===== src/rtl/ahbl_splitter_n.sv =====
// AHB-Lite N-port splitter: page-table address decode, data-phase response mux,
// built-in ERROR default slave and a stall watchdog that aborts hung data phases.
module ahbl_splitter_n #(
    parameter int                          NS        = 5,
    parameter int                          PAGE_BITS = 4,
    parameter logic [NS*PAGE_BITS-1:0]     PAGES     = {4'h6, 4'h5, 4'h4, 4'h2, 4'h0},
    parameter int                          TIMEOUT   = 255,
    parameter logic [31:0]                 BAD_DATA  = 32'hBADDBEEF
) (
    input  logic                 HCLK,
    input  logic                 HRESET,
    input  logic [31:0]          HADDR,
    input  logic [1:0]           HTRANS,
    output logic                 HREADY,
    output logic [31:0]          HRDATA,
    output logic                 HRESP,
    output logic [NS-1:0]        S_HSEL,
    input  logic [NS*32-1:0]     S_HRDATA,
    input  logic [NS-1:0]        S_HREADYOUT,
    input  logic [NS-1:0]        S_HRESP,
    output logic                 TO_FLAG,
    output logic [3:0]           TO_SLAVE,
    input  logic                 TO_CLR
);

    localparam logic [1:0] DS_IDLE = 2'd0;
    localparam logic [1:0] DS_ERR1 = 2'd1;
    localparam logic [1:0] DS_ERR2 = 2'd2;

    localparam logic [1:0] WD_IDLE = 2'd0;
    localparam logic [1:0] WD_ERR1 = 2'd1;
    localparam logic [1:0] WD_ERR2 = 2'd2;

    localparam logic [7:0] WD_LIMIT = 8'((TIMEOUT > 0) ? TIMEOUT - 1 : 0);

    logic [PAGE_BITS-1:0] page;
    logic [NS-1:0]        dec;
    logic                 unmapped;
    logic [NS:0]          sel_d;
    logic                 owner_real;
    logic [3:0]           owner_idx;
    logic                 sl_ready;
    logic                 sl_resp;
    logic [31:0]          sl_data;
    logic [1:0]           ds_state;
    logic [1:0]           ds_next;
    logic [1:0]           wd_state;
    logic [1:0]           wd_next;
    logic [7:0]           wd_cnt;
    logic                 ds_accept;
    logic                 wd_fire;
    logic                 unused_bits;

    assign page = HADDR[31 -: PAGE_BITS];

    // NOTE: every always_comb output gets a default first so no path leaves it unassigned (no latch).
    // Walking from the top index down lets the lowest matching slave win on duplicate pages.
    always_comb begin
        dec = '0;
        for (int i = NS - 1; i >= 0; i--) begin
            if (page == PAGES[i*PAGE_BITS +: PAGE_BITS]) begin
                dec    = '0;
                dec[i] = 1'b1;
            end
        end
    end

    assign unmapped = ~|dec;
    assign S_HSEL   = dec;

    always_comb begin
        owner_idx = '0;
        sl_ready  = 1'b1;
        sl_resp   = 1'b0;
        sl_data   = BAD_DATA;
        for (int i = 0; i < NS; i++) begin
            if (sel_d[i]) begin
                owner_idx = 4'(i);
                sl_ready  = S_HREADYOUT[i];
                sl_resp   = S_HRESP[i];
                sl_data   = S_HRDATA[i*32 +: 32];
            end
        end
    end

    assign owner_real = |sel_d[NS-1:0];

    // Watchdog and default-slave responses take priority over the owning slave.
    always_comb begin
        if (wd_state != WD_IDLE) begin
            HREADY = (wd_state == WD_ERR2);
            HRESP  = 1'b1;
            HRDATA = BAD_DATA;
        end else if (ds_state != DS_IDLE) begin
            HREADY = (ds_state == DS_ERR2);
            HRESP  = 1'b1;
            HRDATA = BAD_DATA;
        end else begin
            HREADY = sl_ready;
            HRESP  = sl_resp;
            HRDATA = sl_data;
        end
    end

    assign ds_accept = HREADY & HTRANS[1] & unmapped;
    assign wd_fire   = (TIMEOUT > 0) && (wd_state == WD_IDLE) && owner_real &&
                       !HREADY && (wd_cnt == WD_LIMIT);

    always_comb begin
        ds_next = DS_IDLE;
        case (ds_state)
            DS_IDLE: ds_next = ds_accept ? DS_ERR1 : DS_IDLE;
            DS_ERR1: ds_next = DS_ERR2;
            DS_ERR2: ds_next = ds_accept ? DS_ERR1 : DS_IDLE;
            default: ds_next = DS_IDLE;
        endcase
    end

    always_comb begin
        wd_next = WD_IDLE;
        case (wd_state)
            WD_IDLE: wd_next = wd_fire ? WD_ERR1 : WD_IDLE;
            WD_ERR1: wd_next = WD_ERR2;
            default: wd_next = WD_IDLE;
        endcase
    end

    // NOTE: sequential state uses non-blocking assignments so all registers update from pre-edge values.
    always_ff @(posedge HCLK or posedge HRESET) begin
        if (HRESET) begin
            sel_d    <= '0;
            ds_state <= DS_IDLE;
            wd_state <= WD_IDLE;
            wd_cnt   <= '0;
            TO_FLAG  <= 1'b0;
            TO_SLAVE <= '0;
        end else begin
            ds_state <= ds_next;
            wd_state <= wd_next;
            // An unmapped IDLE/BUSY leaves no owner; an unmapped NONSEQ/SEQ goes to the default slave.
            if (HREADY) begin
                sel_d <= unmapped ? {HTRANS[1], {NS{1'b0}}} : {1'b0, dec};
            end
            if (HREADY) begin
                wd_cnt <= '0;
            end else if (owner_real && wd_cnt != 8'hFF) begin
                wd_cnt <= wd_cnt + 8'd1;
            end
            if (wd_fire) begin
                TO_FLAG  <= 1'b1;
                TO_SLAVE <= owner_idx;
            end else if (TO_CLR) begin
                TO_FLAG  <= 1'b0;
                TO_SLAVE <= '0;
            end
        end
    end

    assign unused_bits = ^{HADDR[31-PAGE_BITS:0], HTRANS[0], sel_d[NS]};

endmodule


===== config.mk =====
export PLATFORM = sky130hd
export DESIGN_NAME = ahbl_splitter_n
export DESIGN_NICKNAME = d
export VERILOG_FILES = /design/src/rtl/ahbl_splitter_n.sv
export SDC_FILE = /design/constraint.sdc
export NUM_CORES = 1
export LEC_CHECK = 0
export BUFFER_PORTS_ARGS = -buffer_cell sky130_fd_sc_hd__buf_2
export CORE_ASPECT_RATIO = 0.9
export CORE_MARGIN = 8
export CORE_UTILIZATION = 32
export CTS_BUF_LIST = sky130_fd_sc_hd__clkbuf_8 sky130_fd_sc_hd__clkbuf_16
export DETAILED_ROUTE_END_ITERATION = 10
export PLACE_DENSITY = 0.82
export SLEW_MARGIN = 15
export SYNTH_ARGS = -nofsm -noshare
export SYNTH_HDL_FRONTEND = slang
export SYNTH_SLANG_ARGS = --single-unit

===== constraint.sdc =====
create_clock -name HCLK -period 1.87 [get_ports HCLK]
set_input_delay 0.374 -clock HCLK [delete_from_list [all_inputs] [get_ports HCLK]]
set_output_delay 0.374 -clock HCLK [all_outputs]
set_load 0.1 [all_outputs]

Word-level counts from Yosys, hierarchy flattened
Cells that the tools add are included.
{"block": "word_totals", "regBits": 22, "word_cells": 76, "inputBits": 207}
{"block": "op_classes", "n_reduce_logical": 16, "eq_ne": 10, "bitwise_logic": 2, "n_mux": 41, "addsub": 1}
{"op": "32-bit 2-to-1 mux", "n": 7}
{"op": "5-bit 2-to-1 mux", "n": 6}
{"op": "1-bit 2-to-1 mux", "n": 19}
{"op": "4-bit 2-to-1 mux", "n": 4}
{"op": "8-bit 2-to-1 mux", "n": 2}
{"op": "4-bit by 3-bit equality test with 1-bit output (second input constant)", "n": 3}
{"op": "5-bit OR reduction", "n": 2}
{"op": "8-bit by 1-bit adder with 8-bit output (second input constant)", "n": 1}
{"op": "8-bit equality test (second input constant)", "n": 1}
{"op": "8-bit inequality test (second input constant)", "n": 1}
{"op": "2-bit case mux with 2 select lines", "n": 2}
{"op": "2-bit nonzero test", "n": 4}
{"op": "2-bit by 1-bit equality test with 1-bit output (second input constant)", "n": 2}
{"op": "2-bit equality test (second input constant)", "n": 2}
{"op": "4-bit by 2-bit equality test with 1-bit output (second input constant)", "n": 1}
{"op": "1-bit logical AND", "n": 4}
{"op": "2-bit zero test", "n": 2}
{"op": "4-bit zero test", "n": 1}
{"op": "1-bit bitwise AND", "n": 2}
{"op": "1-bit zero test", "n": 2}
{"op": "2-bit 2-to-1 mux", "n": 1}
{"op": "2-bit OR reduction", "n": 1}

Logic depth before layout (Yosys ltp)
Gate-level depths: netlist (run 1).
{"block": "logic_depth", "ltp_word": 12, "ltp_mapped": 8, "ltp_nobuf": 6}

Worst setup path after synthesis (run 1)
Ideal clock, no wire load.
{"block": "synth_timing", "kind": "reg-to-output", "startpoint": "register sel_d[1]", "endpoint": "output HRESP", "path_stages_with_launch": 7, "path_slack_ns": -2.978, "arrival_ns": 4.474, "cell_sequence": "dfrtp_1 -> nor2b_1 -> clkbuf_1 -> a22oi_1 -> nor2_1 -> a21oi_1 -> o311ai_0"}
{"block": "synth_via", "elab_chain_cells": 6}
{"element": "from (decl)", "line": "39", "text": "logic [NS:0] sel_d;"}
{"element": "from (signal assigned)", "line": "142", "text": "sel_d <= unmapped ? {HTRANS[1], {NS{1'b0}}} : {1'b0, dec};"}
{"element": "1-bit 2-to-1 mux (4 in series)", "line": "77", "text": "if (sel_d[i]) begin"}
{"element": "1-bit 2-to-1 mux", "line": "94", "text": "end else if (ds_state != DS_IDLE) begin"}
{"element": "1-bit 2-to-1 mux", "line": "90", "text": "if (wd_state != WD_IDLE) begin"}
{"element": "to (decl)", "line": "16", "text": "output logic HRESP,"}
No other way between the ends.

Worst setup path in the final report (run 1)
{"block": "layout_timing", "startpoint": "register sel_d[3]", "endpoint": "output HRDATA[29]"}
{"block": "layout_via", "elab_chain_cells": 4}
{"element": "32-bit 2-to-1 mux (2 in series)", "line": "77"}
{"element": "32-bit 2-to-1 mux", "line": "94"}
{"element": "32-bit 2-to-1 mux", "line": "90"}
{"element": "to (decl)", "line": "15", "text": "output logic [31:0] HRDATA,"}
No other way between the ends.

==> summary.txt, run 1 <==
Critical path
  – Critical path fanouts, max: 6
  – Crit path required time: roughly 1.5 ns
  – Crit end category: output port
  – Critical path class: flip-flop to output port
  – Startpoint Class: flip-flop
  – Arrival @ worst endpoint: between 1.5 and 2 ns

Cells and area
  – Layout area overhead: 144%
  – Final std cells w/o fill: 659
  – Design area: around 0.0056 mm2
  – Final net count: between 700 and 800
  – Layout cells sized above 1: between 70% and 80%

GRT
  – Total track usage: between 20% and 30%
  – Gr ovfl total: 0
  – Vias in the first global route: around 4k
  – Largest net degree at the start of global routing: 35
  – First-pass GRT wire length: about 22,000 um
  – Initial antenna violation count: 1

Floorplan
  – Die W: between 100 and 150 um
  – Starting Density: around a third
  – Site Rows: 29
  – I/O Pins: between 200 and 300
  – DIE AREA: 0.0102 mm2
  – Core area: between 0.007 and 0.008 mm2
  – Die Y: just under 100 um

Route
  – DRC: 0
  – Final wirelength: between 15,000 and 20,000 um
  – Routed wire per std cell: about 24 um
  – Post-route ant nets: 0
  – TritonRoute pass-1 iters: 5
  – Avg Vias per Cell: 5.74
  – Vias: 3,781
  – Drt initial violations: approximately 160

Placement
  – Detail Placement HPWL: ~11,000 um
  – IO buf count: 220
  – Placed Cells: 630
  – Area after DPL: about 0.0047 mm2
  – Gp weighted congestion: slightly below 1

Timing
  – Final Hold Violating Endpoints: 0
  – Fmax: approximately 440 MHz
  – RSZ-0062 raised after global routing: true
  – Worst hold slack: around 0.13 ns
  – Clock period minus worst slack: roughly 2.3 ns
  – Clock skew: between 0.0015 and 0.002 ns
  – Final period utilization: 122%
  – Setup-failing EPs final: 49
  – Fin. max-slew vios: 0
  – Fin worst setup slack: -0.419 ns

Min path
  – Worst min-delay path category: input pin to async pin

Clocking
  – Num CTS Buffers: 3
  – Clk pin slew, worst setup/hold paths: 0.07 ns
  – Insertion delay to the later sink of the worst-skew pair: ~0.26 ns
  – CTS tree: yes
  – CTS Buffer Depth: 2
  – CTS Sinks: 21
  – H-Tree Depth: 1
  – Root Driver: clkbuf_8
  – Post-CTS Hold Buffers: 0

Power and ir drop
  – PD cells: about 1900 mW/mm2
  – Leak: 0.00258 uW
  – Max VDD drop: 1.30 mV

Logic synthesis
  – Netlist cell types: 43
  – Number of enable flip-flop cells after synthesis: 0
  – Register area share after synthesis: between 20% and 30%
  – Post-Synthesis Net Count: around 520
  – Mapped Area: 0.00231 mm2
  – Yosys reg bits: 21
  – Post-Syn Area per Cell: approximately 7.4 um2
  – Synth async-reset ratio: 100%
  – Post-Synthesis Cells: 312
  – Synth Flop Type: dfrtp_1
  – Synth warn: 0

Outcome
  – Outcome: finished with violations
  – Failing checks: negative setup slack

Flow run
  – Max-Cap Viols: 0
## layout make-up
cell class                      instances  area [um2]
Antenna cell                            1        2.50
Timing Repair Buffer                  279        2450
Fill cell                             404        1390
Inverter                                6        25.0
Sequential cell                        21         531
Tap cell                               93         116
Multi-Input combinational cell        255        2480
Clock buffer                            3        41.3
Clock inverter                          1        3.75
## flip-flops by register name, summed over array words and instances (netlist names)
signal,count
TO_SLAVE,3
TO_FLAG,1
sel_d,5
ds_state,2
wd_state,2
wd_cnt,8
## final timing paths
path	endpoint	depth (start not counted)	start	slack (ns)
max	HRDATA[29]	9	sel_d[3]	-0.42
min	wd_cnt[5]	3	HRESET	0.13
max reg2reg	sel_d[0]	8	sel_d[3]	-0.35
min reg2reg	TO_FLAG	2	TO_FLAG	0.54
max in group asynchronous	sel_d[3]	3	HRESET	1.50
min in group HCLK	TO_FLAG	2	TO_CLR	0.36
## cells in the mapped netlist (2+ instances only)
master,instances,area (um2)
nor2b_1,6,37.5
o21ai_0,29,145
dfrtp_1,21,526
a22oi_1,26,195
o22ai_1,32,200
mux2_2,2,22.5
ha_1,2,25.0
buf_2,3,15.0
nor3b_1,2,15.0
a221oi_1,7,61.3
nor2_1,21,78.8
nor3_1,11,55.1
nand4_1,3,18.8
buf_4,2,15.0
xnor2_1,3,26.3
mux2_1,4,45.0
and3_1,3,18.8
xor2_1,3,26.3
nand2b_1,6,37.5
nor4_1,4,25.0
clkbuf_1,23,86.3
nand2_1,35,131
mux2i_1,25,250
inv_1,6,22.5
a21oi_1,15,75.1
## stage by stage
step	util (%)	setup TNS [ns]	setup WS, ns	total power (uW)
floorplan	-	-6.71	-0.362	6040
global placement	66.9	-2.65	-0.194	8760
detailed placement	66.9	-3.20	-0.196	8900
CTS	74.3	-11.20	-0.381	9830
global route	80.2	-17.54	-0.490	10800
finish	80.2	-15.08	-0.419	10500
## kinds of logic after synthesis
group | after synthesis | synth area share, %
adders and majority gates | 2 | 1.08
muxes | 31 | 13.8
AOI/OAI and AO/OA | 115 | 32.0
xor gates and xnor gates | 6 | 2.27
buffers and inverters | 36 | 6.71
DFF | 21 | 22.7
and+or+nand+nor | 100 | 21.3
other | 1 | 0.162
## report_power, final
part,total [uW],switching (uW),leakage (uW),internal (uW)
Sequential,575,67.4,0.000283,507
Combinational,9640,5820,0.00227,3820
Clock,296,149,0.0000269,147
Total,10500,6040,0.00258,4480
## metal layers
layer	wire, um	vias to the layer above	global-route usage [%]
li1	-	1692	-
met1	5750	1791	28.3
met2	8000	247	48.5
met3	1390	51	7.10
met4	564	0	10.3
met5	0	-	0
## critical path, cell delays in order (launching register included)
cell,delay (ns)
dfrtp_2,0.43
buf_4,0.15
nor2b_4,0.05
buf_12,0.13
clkbuf_16,0.16
a22oi_2,0.14
o21ai_2,0.09
mux2i_2,0.24
nand2_4,0.08
buf_12,0.17
## cells in the final DEF, fill, tap and decap left out, types with 4 or more instances in the layout
cell type | Yosys | final
buf_2 | 3 | 181
buf_12 | 0 | 47
buf_4 | 2 | 29
nand2_4 | 0 | 21
a22oi_2 | 1 | 19
mux2i_1 | 25 | 18
dfrtp_1 | 21 | 17
o22ai_2 | 0 | 15
o21ai_2 | 0 | 15
nor2_1 | 21 | 13
o22ai_1 | 32 | 12
buf_6 | 1 | 10
nand2_1 | 35 | 9
a21oi_2 | 0 | 8
a22oi_1 | 26 | 8
o21ai_1 | 0 | 8
nor3_1 | 11 | 7
mux2i_2 | 0 | 7
nor2_4 | 0 | 7
inv_1 | 6 | 6
a21oi_1 | 15 | 6
a221oi_2 | 0 | 6
o22ai_4 | 0 | 5
nand2_2 | 0 | 5
clkbuf_16 | 0 | 5
nand2b_1 | 6 | 4
mux2_4 | 0 | 4
nor2b_1 | 6 | 4
buf_8 | 0 | 4
dfrtp_2 | 0 | 4
## what timing repair did
action / in CTS / in global routing
setup endpoints to repair: 43 / 52
cloned: 3 / 6
pin swaps: 10 / 17
setup buffers: 10 / 5
resized for setup: 75 / 54
Note: power is estimated with default switching activity, not from simulation.
==> inputs of run 2 (changes only) <==
--- a/config.mk
+++ b/config.mk
@@ -12,6 +12,7 @@
 export CTS_BUF_LIST = sky130_fd_sc_hd__clkbuf_8 sky130_fd_sc_hd__clkbuf_16
 export DETAILED_ROUTE_END_ITERATION = 10
 export PLACE_DENSITY = 0.82
+export SKIP_CTS_REPAIR_TIMING = 1
 export SLEW_MARGIN = 15
 export SYNTH_ARGS = -nofsm -noshare
 export SYNTH_HDL_FRONTEND = slang
==> summary.txt, run 2 (same netlist as run 1, synthesis figures left out) <==
Clocking
  – Num CTS Buffers: 3
  – Clk pin slew, worst setup/hold paths: 0.08 ns
  – H-Tree Depth: 1
  – CTS tree: yes
  – Root Driver: clkbuf_8
  – CTS Buffer Depth: 2
  – CTS Sinks: 21
  – Insertion delay to the later sink of the worst-skew pair: between 0.2 and 0.3 ns

Route
  – Routed wire per std cell: ~22 um
  – Post-route ant nets: 0
  – TritonRoute pass-1 iters: 4
  – Drt initial violations: 145
  – DRC: 0
  – Final wirelength: 14,300 um
  – Vias: about 3.6k
  – Avg Vias per Cell: ~5.5

Critical path
  – Crit path required time: ~1.5 ns
  – Crit end category: output port
  – Startpoint Class: flip-flop
  – Arrival @ worst endpoint: between 1.5 and 2 ns
  – Critical path fanouts, max: 4
  – Critical path class: flip-flop to output port

Floorplan
  – Die Y: ~97 um
  – Site Rows: 29
  – Die W: approximately 110 um
  – DIE AREA: ~0.01 mm2
  – Starting Density: around 33%
  – Core area: slightly above 0.007 mm2
  – I/O Pins: 251

Timing
  – Clock period minus worst slack: around 2.3 ns
  – Final period utilization: 122%
  – Worst hold slack: about 0.12 ns
  – Fmax: 439 MHz
  – Fin. max-slew vios: 0
  – Setup-failing EPs final: 42
  – RSZ-0062 raised after global routing: true
  – Clock skew: 0.00406 ns
  – Post-route setup TNS: -12.96 ns
  – Fin worst setup slack: -0.409 ns
  – Final Hold Violating Endpoints: 0

GRT
  – Gr ovfl total: 0
  – Routing usage on met3: about 6%
  – GRT busiest layer: met2
  – Grt met2 use: 42.2%
  – Largest net degree at the start of global routing: 35
  – First-pass GRT wire length: between 15,000 and 20,000 um
  – Initial antenna violation count: 0
  – Total track usage: between 20% and 30%
  – M1 GR Usage: around a quarter
  – Vias in the first global route: 3,670

Cells and area
  – Fin util: between 70 and 80%
  – Layout cells sized above 1: between 70% and 80%
  – Design area: ~0.0053 mm2
  – Final net count: 769
  – Most frequent cells in the layout: buf_2 (181), buf_12 (46), buf_4 (30)
  – Max reg flops: 8
  – Ant diodes: 0
  – Biggest register: wd_cnt
  – Most common cell after layout, fill and taps aside: buf_2
  – Top flop regs: wd_cnt (8), sel_d (5), TO_SLAVE (3)
  – Layout area overhead: 130%

Placement
  – Gp weighted congestion: 0.980
  – Area after DPL: approximately 0.0047 mm2
  – Detail Placement HPWL: 10,800 um
  – IO buf count: 220

Outcome
  – Outcome: finished with violations
  – Failing checks: negative setup slack

Power and ir drop
  – Max VDD drop: approximately 1.3 mV
  – PD cells: 1890 mW/mm2
  – Leak: 0.00244 uW
  – Tot Pwr: 10,000 uW

Min path
  – Worst min-delay path category: input pin to async pin

Flow run
  – Max-Cap Viols: 0
-- run 2: report_power, final --
group	switching (uW)	internal, uW
Combinational	5590	3580
Sequential	63.2	507
Clock	146	147
-- run 2: final timing paths --
check	cells past startpoint	end	slack, ns	startpoint
max in group asynchronous	3	sel_d[3]	1.52	HRESET
min reg2reg	2	TO_FLAG	0.54	TO_FLAG
max reg2reg	10	sel_d[0]	-0.40	sel_d[1]
min in group HCLK	2	TO_FLAG	0.36	TO_CLR
max	6	HREADY	-0.41	sel_d[1]
min	3	wd_cnt[7]	0.12	HRESET
-- run 2: layout make-up --
class | count | area, um2
multi-input cells | 255 | 2310
flip-flops and latches | 21 | 531
repair buffers | 273 | 2290
well taps | 93 | 116
clock buffers | 3 | 41.3
fillers | 491 | 1730
inverters | 6 | 22.5
clock inverters | 1 | 3.75
-- run 2: metal layers --
layer	vias up	routed length, um	share of wire (%)
li1	1670	-	-
met4	0	447	3.1
met5	-	0	0
met1	1674	5120	36
met2	206	7340	51
met3	34	1400	9.8
-- run 2: worst max-delay path: stages (launching register included) --
cell and delay (ns):
dfrtp_1 0.41, buf_4 0.16, nand2b_1 0.09, a21oi_2 0.05, or4_4 0.50, a21oi_4 0.23
buf_12 0.21
-- run 2: stage by stage --
step | worst slack (ns) | instances
6_report | -0.409 | 652
4_1_cts | -0.491 | 634
3_5_place_dp | -0.196 | 630
3_3_place_gp | -0.194 | 630
2_1_floorplan | -0.362 | 312
5_1_grt | -0.480 | 652
==> inputs of run 3 (changes only) <==
--- a/config.mk
+++ b/config.mk
@@ -6,7 +6,6 @@
 export NUM_CORES = 1
 export LEC_CHECK = 0
 export BUFFER_PORTS_ARGS = -buffer_cell sky130_fd_sc_hd__buf_2
-export CORE_ASPECT_RATIO = 0.9
 export CORE_MARGIN = 8
 export CORE_UTILIZATION = 32
 export CTS_BUF_LIST = sky130_fd_sc_hd__clkbuf_8 sky130_fd_sc_hd__clkbuf_16
==> summary.txt, run 3 (same netlist as run 1, synthesis figures left out) <==
Outcome
  – Outcome: finished with violations
  – Failing checks: negative setup slack

Timing
  – RSZ-0062 raised after global routing: true
  – Clock period minus worst slack: approximately 2.2 ns
  – Fin worst setup slack: -0.365 ns
  – Clock skew: about 0.0086 ns
  – Setup-failing EPs final: 40
  – Worst hold slack: 0.121 ns
  – Final period utilization: 119%
  – Post-route setup TNS: -10.32 ns
  – Fmax: ~450 MHz
  – Fin. max-slew vios: 0
  – Final Hold Violating Endpoints: 0

Clocking
  – CTS Sinks: 21
  – CTS Buffer Depth: 2
  – Insertion delay to the later sink of the worst-skew pair: between 0.2 and 0.3 ns
  – Root Driver: clkbuf_8
  – H-Tree Depth: 1
  – Num CTS Buffers: 3
  – Clk pin slew, worst setup/hold paths: approximately 0.08 ns
  – CTS tree: yes

Route
  – Final wirelength: about 13,000 um
  – Avg Vias per Cell: about 5.4
  – DRC: 0
  – Post-route ant nets: 0
  – Drt initial violations: between 200 and 250
  – Routed wire per std cell: between 15 and 20 um
  – Vias: approximately 3.5k
  – TritonRoute pass-1 iters: 5

Floorplan
  – Core area: 0.00714 mm2
  – Die W: ~100 um
  – DIE AREA: just over 0.01 mm2
  – Site Rows: 31
  – Starting Density: approximately a third
  – Die Y: slightly above 100 um
  – I/O Pins: 251

Placement
  – IO buf count: 220
  – Placed Cells: around 630
  – Gp weighted congestion: roughly 0.94
  – Detail Placement HPWL: between 10,000 and 15,000 um

Cells and area
  – Multi-input logic area: about 0.0021 mm2
  – Final std cells w/o fill: approximately 640
  – FILL cells: between 500 and 600
  – Ant diodes: 0
  – FF+latch area: 531 um2
  – Most common cell after layout, fill and taps aside: buf_2
  – Layout cells sized above 1: a little under two thirds
  – Layout area overhead: 114%
  – Most frequent cells in the layout: buf_2 (181), buf_12 (48), o22ai_1 (29)
  – Max reg flops: 8
  – Biggest register: wd_cnt
  – Top flop regs: wd_cnt (8), sel_d (5), TO_SLAVE (3)
  – Final net count: 752

GRT
  – M1 GR Usage: between 20% and 30%
  – GRT busiest layer: met2
  – Initial antenna violation count: 1
  – Largest net degree at the start of global routing: 27
  – Gr ovfl total: 0
  – First-pass GRT wire length: between 15,000 and 20,000 um
  – Grt met2 use: slightly above 40%
  – Routing usage on met3: 4.49%
  – Total track usage: between 20% and 30%
  – Vias in the first global route: about 3.5k

Power and ir drop
  – PD cells: 1900 mW/mm2
  – Tot Pwr: ~9400 uW
  – Leak: approximately 0.0023 uW
  – Max VDD drop: 1.66 mV

Critical path
  – Crit end category: output port
  – Crit path required time: about 1.5 ns
  – Critical path fanouts, max: 4
  – R2R cell count: 6
  – Critical path class: flip-flop to output port
  – Startpoint Class: flip-flop
  – Arrival @ worst endpoint: about 1.9 ns

Min path
  – Worst min-delay path category: input pin to async pin

Flow run
  – Max-Cap Viols: 0
==> run 3: cell count changes in the layout (fill, tap and decap cells not counted), sizes merged <==
cell	delta
clkinv	+1
inv	-1
buf	-14
clkbuf	-3
==> run 3: worst max-delay path, cell delays in order (launching register included) <==
cell	delay (ns)
dfrtp_1	0.42
or3b_2	0.22
a21oi_2	0.05
or4_4	0.50
a21oi_4	0.21
buf_12	0.20
==> run 3: area by class of cell <==
type                       instances  share of cell area [%]
inverter                           6                   0.456
clock buffer                       3                   0.836
tap                               99                    2.51
multi-input combinational        255                    43.0
timing repair buffer             256                    42.4
sequential                        21                    10.7
clock inverter                     1                   0.101
==> run 3: where the power goes <==
group	switching (uW)	internal, uW
Clock	152	149
Combinational	5330	3170
Sequential	67.5	507
==> run 3: worst paths after layout <==
path | start | slack, ns | end
min in group HCLK | TO_CLR | 0.34 | TO_FLAG
hold reg to reg | TO_FLAG | 0.55 | TO_FLAG
setup / recovery | sel_d[0] | -0.36 | HREADY
hold / removal | HRESET | 0.12 | TO_SLAVE[1]
max in group asynchronous | HRESET | 1.50 | sel_d[3]
setup reg to reg | sel_d[0] | -0.11 | sel_d[1]
==> run 3: stage by stage <==
stage / cell area, um2 / setup slack, ns / utilization (%)
after CTS: 4770 / -0.442 / 66.8
final: 4940 / -0.365 / 69.2
after floorplan: 2780 / -0.362 / -
after global placement: 4720 / -0.152 / 66.1
after global routing: 4940 / -0.443 / 69.2
after detailed placement: 4720 / -0.213 / 66.1
==> run 3: per-layer routing <==
layer / part of all wire [%] / wire length, um
met1: 37 / 4670
met2: 53 / 6600
met5: 0.096 / 12
met4: 2.0 / 257
met3: 8.1 / 1010
